## config.mk

```make
export PLATFORM = sky130hd
export DESIGN_NAME = det_event_arb
export DESIGN_NICKNAME = d
export VERILOG_FILES = /design/src/rtl/det_event_arb.sv
export SDC_FILE = /design/constraint.sdc
export NUM_CORES = 1
export LEC_CHECK = 0
export BUFFER_PORTS_ARGS = -buffer_cell sky130_fd_sc_hd__clkbuf_2
export CAP_MARGIN = 20
export CORE_MARGIN = 2
export CORE_UTILIZATION = 40
export DETAILED_ROUTE_END_ITERATION = 10
export PLACE_DENSITY = 0.7
export SETUP_SLACK_MARGIN = 0.4
export SYNTH_ARGS = -nofsm -noshare
export SYNTH_HDL_FRONTEND = slang
export SYNTH_SLANG_ARGS = --single-unit
```

## constraint.sdc

```tcl
create_clock -name clk -period 5.67 [get_ports clk]
set_input_delay 1.4175 -clock clk [delete_from_list [all_inputs] [get_ports clk]]
set_output_delay 1.4175 -clock clk [all_outputs]
set_load 0.01 [all_outputs]
```

## src/rtl/det_event_arb.sv

```systemverilog
// rtl/det_event_arb.sv - round-robin arbiter sharing one event-report channel among NCH detectors
//
// Each detector pd output is rising-edge qualified, counted into a per-channel
// saturating pending counter, and drained round-robin through a registered
// valid/ready slot.
//
// Ports:
//   clk       system clock, rising edge
//   rst       asynchronous active-low reset
//   pd_in     detector pd outputs, one bit per channel
//   en        per-channel enable for new events
//   clr       synchronous clear, active-high, highest priority
//   ev_valid  event presented on ev_ch
//   ev_ready  downstream accepts the presented event
//   ev_ch     channel index of the presented event
//   ovf       sticky per-channel pending-counter overflow
//   tot_cnt   total accepted events, wraps
module det_event_arb #(
    parameter int NCH = 4,
    parameter int CW  = 4,
    parameter int TW  = 16,
    localparam int CHW = $clog2(NCH)
) (
    input  logic           clk,
    input  logic           rst,
    input  logic [NCH-1:0] pd_in,
    input  logic [NCH-1:0] en,
    input  logic           clr,
    output logic           ev_valid,
    input  logic           ev_ready,
    output logic [CHW-1:0] ev_ch,
    output logic [NCH-1:0] ovf,
    output logic [TW-1:0]  tot_cnt
);

    // PRESENT_RELOAD marks a slot refilled on the same edge as a handshake,
    // i.e. back-to-back delivery; it behaves exactly like PRESENT.
    typedef enum logic [1:0] {
        S_IDLE,
        S_PRESENT,
        S_PRESENT_RELOAD
    } state_t;

    state_t         state_q, state_d;
    logic [NCH-1:0] pd_q;
    logic [CW-1:0]  pend [NCH];
    logic [CHW-1:0] last;
    logic [CHW-1:0] win;
    logic [CHW-1:0] cand;
    logic           any_pend;
    logic           slot_free;
    logic           load;
    logic           hs;
    logic [NCH-1:0] evt;
    logic [NCH-1:0] ld;

    assign evt       = pd_in & ~pd_q & en;
    assign slot_free = ~ev_valid | ev_ready;
    assign load      = slot_free & any_pend;
    assign hs        = ev_valid & ev_ready;

    // First channel with pending events, searching from last+1 upward.
    always_comb begin
        win      = last;
        cand     = last;
        any_pend = 1'b0;
        for (int k = 1; k <= NCH; k++) begin
            cand = CHW'((int'(last) + k) % NCH);
            if (!any_pend && pend[cand] != '0) begin
                any_pend = 1'b1;
                win      = cand;
            end
        end
    end

    always_comb begin
        ld = '0;
        for (int i = 0; i < NCH; i++) begin
            ld[i] = load && (win == CHW'(i));
        end
    end

    // Slot FSM: state register
    always_ff @(posedge clk or negedge rst) begin
        if (!rst) begin
            state_q <= S_IDLE;
        end else begin
            state_q <= state_d;
        end
    end

    // Slot FSM: next state
    always_comb begin
        state_d = state_q;
        if (clr) begin
            state_d = S_IDLE;
        end else if (slot_free) begin
            if (load) begin
                state_d = (state_q == S_IDLE) ? S_PRESENT : S_PRESENT_RELOAD;
            end else begin
                state_d = S_IDLE;
            end
        end
    end

    // Slot FSM: outputs
    always_comb begin
        ev_valid = (state_q != S_IDLE);
    end

    // Datapath: edge history, pending counters, slot channel, totals
    always_ff @(posedge clk or negedge rst) begin
        if (!rst) begin
            pd_q    <= '0;
            ovf     <= '0;
            tot_cnt <= '0;
            ev_ch   <= '0;
            last    <= CHW'(NCH - 1);
            for (int i = 0; i < NCH; i++) pend[i] <= '0;
        end else if (clr) begin
            pd_q    <= '0;
            ovf     <= '0;
            tot_cnt <= '0;
            ev_ch   <= '0;
            last    <= CHW'(NCH - 1);
            for (int i = 0; i < NCH; i++) pend[i] <= '0;
        end else begin
            pd_q    <= pd_in;
            tot_cnt <= tot_cnt + TW'(hs);
            if (load) begin
                ev_ch <= win;
                last  <= win;
            end
            for (int i = 0; i < NCH; i++) begin
                // A same-cycle event and load cancel, even when saturated.
                if (evt[i] && !ld[i]) begin
                    if (pend[i] == '1) begin
                        ovf[i] <= 1'b1;
                    end else begin
                        pend[i] <= pend[i] + 1'b1;
                    end
                end else if (!evt[i] && ld[i]) begin
                    pend[i] <= pend[i] - 1'b1;
                end
            end
        end
    end

endmodule

```

### Word level (Yosys, flattened, before mapping)

Index checks and enable logic that the tools add are counted.
W data, S select, Z words.

* add/subtract/negate cells: 13
* order comparisons: 4
* equal/unequal tests: 11
* mux-type cells: 51
* bitwise logic cells: 11
* reductions and logical operators: 55

Operators with widths (count)
* $mux W4: 22
* $bmux W4 S2: 4
* $mux W16: 2
* $mux W2: 11
* $reduce_bool A2 Y1: 11
* $add A16 B1 Y16: 1
* $add A4 B1 Y4 const B: 4
* $eq A4 B4 Y1 const B: 4
* $reduce_and A2 Y1: 8
* $reduce_bool A4 Y1: 4
* $sub A4 B1 Y4 const B: 4
* $logic_and A1 B1 Y1: 15
* $ge A3 B3 Y1 const B: 4
* $mux W1: 12
* $ne A3 B3 Y1 const B: 4
* $not A2 Y3: 4
* $reduce_bool A3 Y1: 4
* $logic_not A1 Y1: 11
* $and A4 B4 Y4: 2
* $add A2 B1 Y2 const B: 2
* $add A2 B2 Y2 const B: 2
* $eq A2 B2 Y1 const B: 2
* $logic_not A2 Y1: 2
* $not A4 Y4: 1
* 4 further kinds: 5

* register bits: 46
* input bits: 12
* output and inout port bits: 23
* word-level logic and storage cells: 158

### Longest topological paths before layout

Gate-level depths: netlist of run 1.

* depth after elaboration: 22
* mapped depth: 13
* mapped depth without buffers: 12

### Least setup slack after synthesis of run 1

No wires, ideal clock.

* kind: input to register
* from: input port ev_ready
* to: register pend[3] in the netlist's numbering
* library setup time: 0.094 ns
* arrival: 3.239 ns
* data required time: 5.576 ns
* slack: 2.337 ns
* stages on the path: 11
* buffers on the path: 0
* path through: o21bai_1 o41ai_4 a211oi_4 a21oi_4 inv_2 ha_1 a21o_1 a21oi_1 nand2_1 o211a_1 a211oi_1

* word-level cells in the longest chain between the ends: 7
* elaborated cells between the ends (all ways): 11
* classes of those cells: eq/ne (1); mux (2); bitwise (2); reduce/logical (6)

RTL lines
* start, declared: RTL line 30 `input logic ev_ready,`
* $or A1 B1 Y1 *: RTL line 58 `assign slot_free = ~ev_valid | ev_ready;`
* $and A1 B1 Y1 *: RTL line 59 `assign load = slot_free & any_pend;`
* $logic_and A1 B1 Y1 *: RTL line 79 `ld[i] = load && (win == CHW'(i));`
* $logic_not A1 Y1: RTL line 136 `if (evt[i] && !ld[i]) begin`
* $logic_and A1 B1 Y1: RTL line 136
* $ne A3 B3 Y1 (no line), or another cell as far along
* $reduce_and A2 Y1 (no line) / $mux W16 (equally long branches)
* end signal, assigned by index: RTL line 140 `pend[i] <= pend[i] + 1'b1;`
* end signal, assigned by index: RTL line 143 `pend[i] <= pend[i] - 1'b1;`
* end, declared: RTL line 46 `logic [CW-1:0] pend [NCH];`

Every way passes the cells marked *; elsewhere a longest branch is shown, timed or not.
A chain may end at the register's enable or synchronous reset.

### Worst setup path in the final report of run 1

* from: register pend[0] in the netlist's numbering
* to: register pend[11] in the netlist's numbering

* word-level cells in the longest chain between the ends: 20
* elaborated cells between the ends (all ways): 41
* classes of those cells: eq/ne (2); mux (22); bitwise (1); reduce/logical (16)

RTL lines
* $bmux W4 S2: RTL line 69 `if (!any_pend && pend[cand] != '0) begin`
* $mux W4 (implied by the code) (2 in a row): RTL line 69
* $reduce_bool A4 Y1: RTL line 69
* $mux W1: RTL line 69
* $logic_not A1 Y1: RTL line 69
* $logic_and A1 B1 Y1: RTL line 69
* $mux W1: RTL line 69
* $logic_not A1 Y1: RTL line 69
* [... 3 more ...]
* $logic_and A1 B1 Y1: RTL line 69
* $mux W2 / $mux W1 (equally long branches): RTL line 69
* $eq A2 B1 Y1 / $and A1 B1 Y1 (equally long branches): RTL line 79, 59
* $logic_and A1 B1 Y1 *: RTL line 79
* $logic_not A1 Y1: RTL line 136
* $logic_and A1 B1 Y1: RTL line 136
* $ne A3 B3 Y1 (no line), or another cell as far along
* $reduce_and A2 Y1 (no line) / $mux W16 (equally long branches)

Every way passes the cells marked *; elsewhere a longest branch is shown, timed or not. The select of a mux whose other input is x is not followed.

==> results of run 1 <==
critical path, delay by kind of cell, from the launching register on:
family	cells	cell delay [ns]
flip-flops	1	0.42
AND/OR/NAND/NOR	5	1.61
XOR/XNOR	1	0.14
adder cells (fa/ha/maj)	1	0.25
AO/OA/AOI/OAI	5	0.96
layout make-up:
class / instances / share of cell area, %
Tap cell: 77 / 3.125
Sequential cell: 46 / 37.42
Clock buffer: 6 / 2.679
Multi-Input combinational cell: 192 / 46.88
Timing Repair Buffer: 35 / 5.763
Inverter: 18 / 2.192
Clock inverter: 2 / 1.948
metrics by stage:
step           hold slack, ns  worst slack, ns  utilization [%]
3_3_place_gp           0.4914            2.096            45.78
5_1_grt                0.5215            1.930            48.00
2_1_floorplan          0.4584            2.337                -
3_5_place_dp           0.4919            1.976            45.78
4_1_cts                0.5096            2.194            48.00
6_report               0.5088            2.195            48.00
metal layers:
metal  vias to the layer above  track usage (%)  routed length, µm
met1                       957            21.20               2498
met2                        44            24.45               2339
met5                         -                0                  0
met3                         6            3.369                238
li1                        995                -                  -
met4                         0            4.906                 65
worst max path at each step:
stage	start	end	slack, ns	cells after the start
detailed placement	ev_ready	pend[3]	1.98	12
floorplan	ev_ready	pend[3]	2.34	11
global route	pend[0]	pend[11]	1.93	12
global placement	ev_ready	pend[3]	2.10	12
finish	pend[0]	pend[11]	2.20	12
CTS	pend[0]	pend[11]	2.19	12
power by group:
| group | switching (W) | leakage, nW | internal (W) | total, W |
|---|---|---|---|---|
| clock | 0.000115 | 0.0714 | 0.000188 | 0.000303 |
| combinational | 0.000468 | 0.794 | 0.000378 | 0.000846 |
| sequential | 0.0000650 | 0.617 | 0.000395 | 0.000460 |
cell families after synthesis:
family / Yosys count / synth area share, %
muxes: 6 / 2.317
adders and majority gates: 14 / 7.600
xor gates and xnor gates: 24 / 8.341
and+or+nand+nor: 93 / 19.00
AOI/OAI and AO/OA: 55 / 16.27
DFF: 46 / 42.72
buffers and inverters: 25 / 3.753
cell usage after synthesis (2+ instances only):
master	n	area share [%]
dfrtp_1	44	41
nor2_1	34	4.7
inv_1	17	2.4
nand3_1	11	2.0
xnor2_1	11	3.6
xor2_1	11	3.6
ha_1	10	4.6
a21oi_1	9	1.7
nor2b_1	9	2.1
a21o_1	8	2.2
nand2_1	7	0.97
nand4_1	6	1.4
a211oi_1	5	1.4
clkbuf_1	5	0.70
nand3b_1	5	1.4
o21ai_0	5	0.93
and3_1	4	0.93
fa_1	4	3.0
mux2i_1	4	1.5
o21ai_1	4	0.74
a2bb2oi_1	3	0.97
nor3_1	3	0.56
or4_1	3	0.83
a21oi_2	2	0.65
a22oi_1	2	0.56
and3b_1	2	0.65
dfstp_2	2	1.9
mux2_1	2	0.83
o211a_1	2	0.74
o21bai_1	2	0.56
or4_4	2	0.83
xnor2_2	2	1.2
state kept, by name (all words and copies together) (netlist names):
name / cells
tot_cnt: 16
pend: 16
ev_ch: 2
state_q: 2
last: 2
pd_q: 4
ovf: 4
==> results.cfg, run 1 <==
[clocking]
clk_latency_ns = 0.30
cts_setup_buffers = 0
path_clk_slew_ns = 0.09
numCtsBuffers = 5
cts_resized = 0
ctsHoldBuffers = 0
clockBufferDepth = 2
htreeDepth = 2
cts_tree = yes
cts_root_buffer = clkbuf_8
clkSinkCount = 46

[global_route]
gr-total-overflow = 0
grt_max_degree = 49
antenna_found_initial = 0
track_usage_pct = 15.47
grt_pass1_vias = 2003
grt_pass1_wl_mm = 9.301

[setup_path]
cp_max_fo = 6
crit_arrival_ns = 3.68
cp-start-kind = flip-flop
slowest_delay_ns = 0.72
cp-end-kind = flip-flop
rr_startpoint = pend[0]
critPathKind = reg -> reg
reg2reg_depth = 12
worstPathRequired_ns = 5.87
r2r_slack_ns = 2.20
slowest_stage = or4_1
path_cells = or4_1 -> nor3_1 -> a21o_1 -> nand3_2 -> nand2_1 -> ha_1 -> a21o_1 -> a21oi_1 -> nand4_1 -> a2bb2oi_1 -> xor2_1 -> o21ai_0
cpMostUsedCell = a21o_1
rr_endpoint = pend[11]

[timing]
finClkSkew_ns = 0.006994
min_period_ns = 3.475
max_freq_mhz = 287.8
final.period_utilization_pct = 61.29
finalHoldViolCount = 0
relSlewSlack_pct = 34.79
drv_slew = 0
setup_viol = 0
grt_setup_unrepaired = no
tightest_slew_ns = 0.9782
setup-tns-final_ns = 0

[worst_hold_path]
whs_path_depth = 2
hold_class = reg -> reg
worstHoldStart = ovf[2]
min_to = ovf[2]

[drt]
routed-via-count = 2002
drt_iter0_drc = 85
wl_per_cell_um = 13.67
first_pass_iters = 4
route.detailed.drc = 0
drt-vias-per-instance = 5.324
ant_nets = 0
wl_mm = 5.141

[placed_design]
dpl.cell_count = 368
dpl_cell_area_um2 = 2940
numPortBuffers = 34
hpwl_mm = 3.614
gp_congestion = 0.7941

[final_layout]
multi_input_area_um2 = 1445
seqCellArea_um2 = 1154
layoutNonFillerInstCount = 376
final_cell_area_um2 = 3083
layout-drive-gt1-share_pct = 21.07
n_antenna_cell = 0
layout_common_cells = dfrtp_1, nor2_1, clkbuf_2
final_common_cell = dfrtp_1
syn2layout_area_growth_pct = 14.18
fillers = 591
nets = 324

[synth]
synth.distinct_cells = 55
synth_fp_nets = 289
synth-edff-count = 0
syn_avg_cell_area_um2 = 10.27
ys_ff_latch = 46
syn_area_um2 = 2700
synthCells = 263
synth_top_flop_cell = dfrtp_1
async_reset_ff_share_pct = 100.0
yosysSeqAreaShare_pct = 42.72
ys_warn_count = 0

[floorplan]
core_um2 = 6422
start_util_pct = 42.04
rows = 29
top_level_ports = 35
chipWidth_um = 86.16
die_height_um = 86.16
dieArea_um2 = 7424

[power_and_ir_drop]
p_leak_nw = 1.482
ir_worst_vdd_v = 0.0002034
power_density_nw_per_um2 = 522.0
power_w = 0.001609

[flow_run]
maxCapViolCount = 0

[run_status]
status = completed
No activity file was read; power rests on OpenSTA's default activity.
==> run 2, diff against run 1 <==
==> constraint.sdc (replaced) <==
create_clock -name clk -period 3.5 [get_ports clk]
set_input_delay 0.875 -clock clk [delete_from_list [all_inputs] [get_ports clk]]
set_output_delay 0.875 -clock clk [all_outputs]
set_load 0.01 [all_outputs]
==> run 2 against run 1 <==
Effect of this change:
- setup slack worse by 1.7 ns
- sequential power increased by 62%
- critical path type unchanged
- largest cell class unchanged
- sequential cell count did not move
- clock-buffer cell count did not move
- via count increased by 6.3%
==> results.cfg, run 2 (synthesis gave the netlist of run 1 again) <==
[timing]
final.period_utilization_pct = 85.31
setup-tns-final_ns = 0
finalHoldViolCount = 0
grt_setup_unrepaired = yes
tightest_slew_ns = 0.4965
setup_viol = 0
finClkSkew_ns = 0.004659
drv_slew = 0
relSlewSlack_pct = 66.90
min_period_ns = 2.986
max_freq_mhz = 334.9

[drt]
ant_nets = 0
wl_mm = 5.743
routed-via-count = 2129
wl_per_cell_um = 14.39
route.detailed.drc = 0
drt_iter0_drc = 62
first_pass_iters = 4
drt-vias-per-instance = 5.336

[clocking]
ctsHoldBuffers = 0
cts_root_buffer = clkbuf_8
path_clk_slew_ns = 0.09
clockBufferDepth = 2
clk_latency_ns = 0.30
clkSinkCount = 46
htreeDepth = 2
cts_tree = yes
numCtsBuffers = 5

[flow_run]
maxCapViolCount = 0

[setup_path]
worstPathRequired_ns = 3.71
cp-start-kind = flip-flop
rr_startpoint = pend[1]
crit_start = pend[1]
critPathKind = reg -> reg
cp_max_fo = 6
crit_arrival_ns = 3.20
reg2reg_depth = 12
cp-end-kind = flip-flop

[floorplan]
start_util_pct = 42.04
dieArea_um2 = 7424
chipWidth_um = 86.16
core_um2 = 6422
die_height_um = 86.16
top_level_ports = 35
rows = 29

[final_layout]
syn2layout_area_growth_pct = 21.73
final_cell_area_um2 = 3287
fillers = 585
final_common_cell = dfrtp_1
layout-drive-gt1-share_pct = 31.06
layout_common_cells = dfrtp_1, clkbuf_2, nor2_1
nets = 347
n_antenna_cell = 0
reg.largest.list = pend (16), tot_cnt (16)

[power_and_ir_drop]
clkPwrFrac_pct = 12.0
internal-power_w = 0.001669
ir_worst_vdd_v = 0.0003042
power.net_switching_w = 0.001195
p_leak_nw = 1.586
pwr-share-comb_pct = 61.9
power_density_nw_per_um2 = 871.3
sw_frac_of_total_pct = 41.74
seqPwrFrac_pct = 26.1

[global_route]
track_usage_pct = 16.45
grt_pass1_wl_mm = 9.901
grt_pass1_vias = 2168
grt_max_degree = 48
antenna_found_initial = 0
gr-total-overflow = 0

[placed_design]
numPortBuffers = 34
dpl_cell_area_um2 = 2985
hpwl_mm = 3.930
gp_congestion = 0.8402

[run_status]
status = completed

[worst_hold_path]
hold_class = in -> async
run 2: worst paths after layout:
| path | slack, ns | to |
|---|---|---|
| setup reg to reg | 0.51 | pend[3] |
| max in group asynchronous | 2.47 | last[1] |
| min in group clk | 0.50 | ovf[2] |
| hold reg to reg | 0.50 | ovf[2] |
| setup / recovery | 0.51 | pend[3] |
| hold / removal | 0.43 | pd_q[1] |
run 2: area by class of cell:
class | count | area (µm²) | share of cell area [%]
Sequential cell | 46 | 1154 | 35.10
Multi-Input combinational cell | 192 | 1508 | 45.87
Inverter | 18 | 67.56 | 2.056
Tap cell | 77 | 96.34 | 2.931
Clock inverter | 2 | 12.51 | 0.3807
Timing Repair Buffer | 58 | 366.6 | 11.15
Clock buffer | 6 | 82.58 | 2.512
run 2: stage by stage:
stage | instances | util (%) | total power [W] | hold slack (ns) | worst slack (ns)
after floorplan | 263 | - | 0.001899 | 0.4584 | 0.4396
after global placement | 374 | 46.48 | 0.002158 | 0.4888 | 0.2628
after detailed placement | 374 | 46.48 | 0.002201 | 0.4871 | 0.1200
after CTS | 384 | 48.69 | 0.002631 | 0.4277 | 0.3597
after global routing | 399 | 51.18 | 0.003086 | 0.4384 | 0.3791
final | 399 | 51.18 | 0.002864 | 0.4251 | 0.5141
run 2: timing repair:
item	CTS	global route
resized for setup	7	11
cloned	0	0
buffers inserted	2	15
setup endpoints to repair	4	4
pin swaps	4	15
run 2: worst max-delay path, stage by stage, from the launching register on:
cell      delay, ns
dfrtp_1        0.39
or4_4          0.62
a22oi_2        0.29
o211ai_2       0.18
buf_6          0.17
a21oi_4        0.16
inv_2          0.07
ha_1           0.28
a21o_1         0.19
a21oi_2        0.17
nand2_1        0.09
o211a_1        0.14
a211oi_2       0.15
run 2: routing by layer:
metal  wire (µm)  global-route usage (%)
met4          60                   4.185
met3         217                   3.465
met2        2751                   27.48
met5           0                       0
met1        2714                   21.79
run 2: power by group through the flow:
stage               combinational, W  sequential, W  clock, W
finish                       0.00177       0.000747  0.000345
global route                 0.00195       0.000762  0.000375
CTS                          0.00153       0.000748  0.000357
detailed placement           0.00145       0.000752         0
global placement             0.00141       0.000748         0
floorplan                    0.00117       0.000730         0
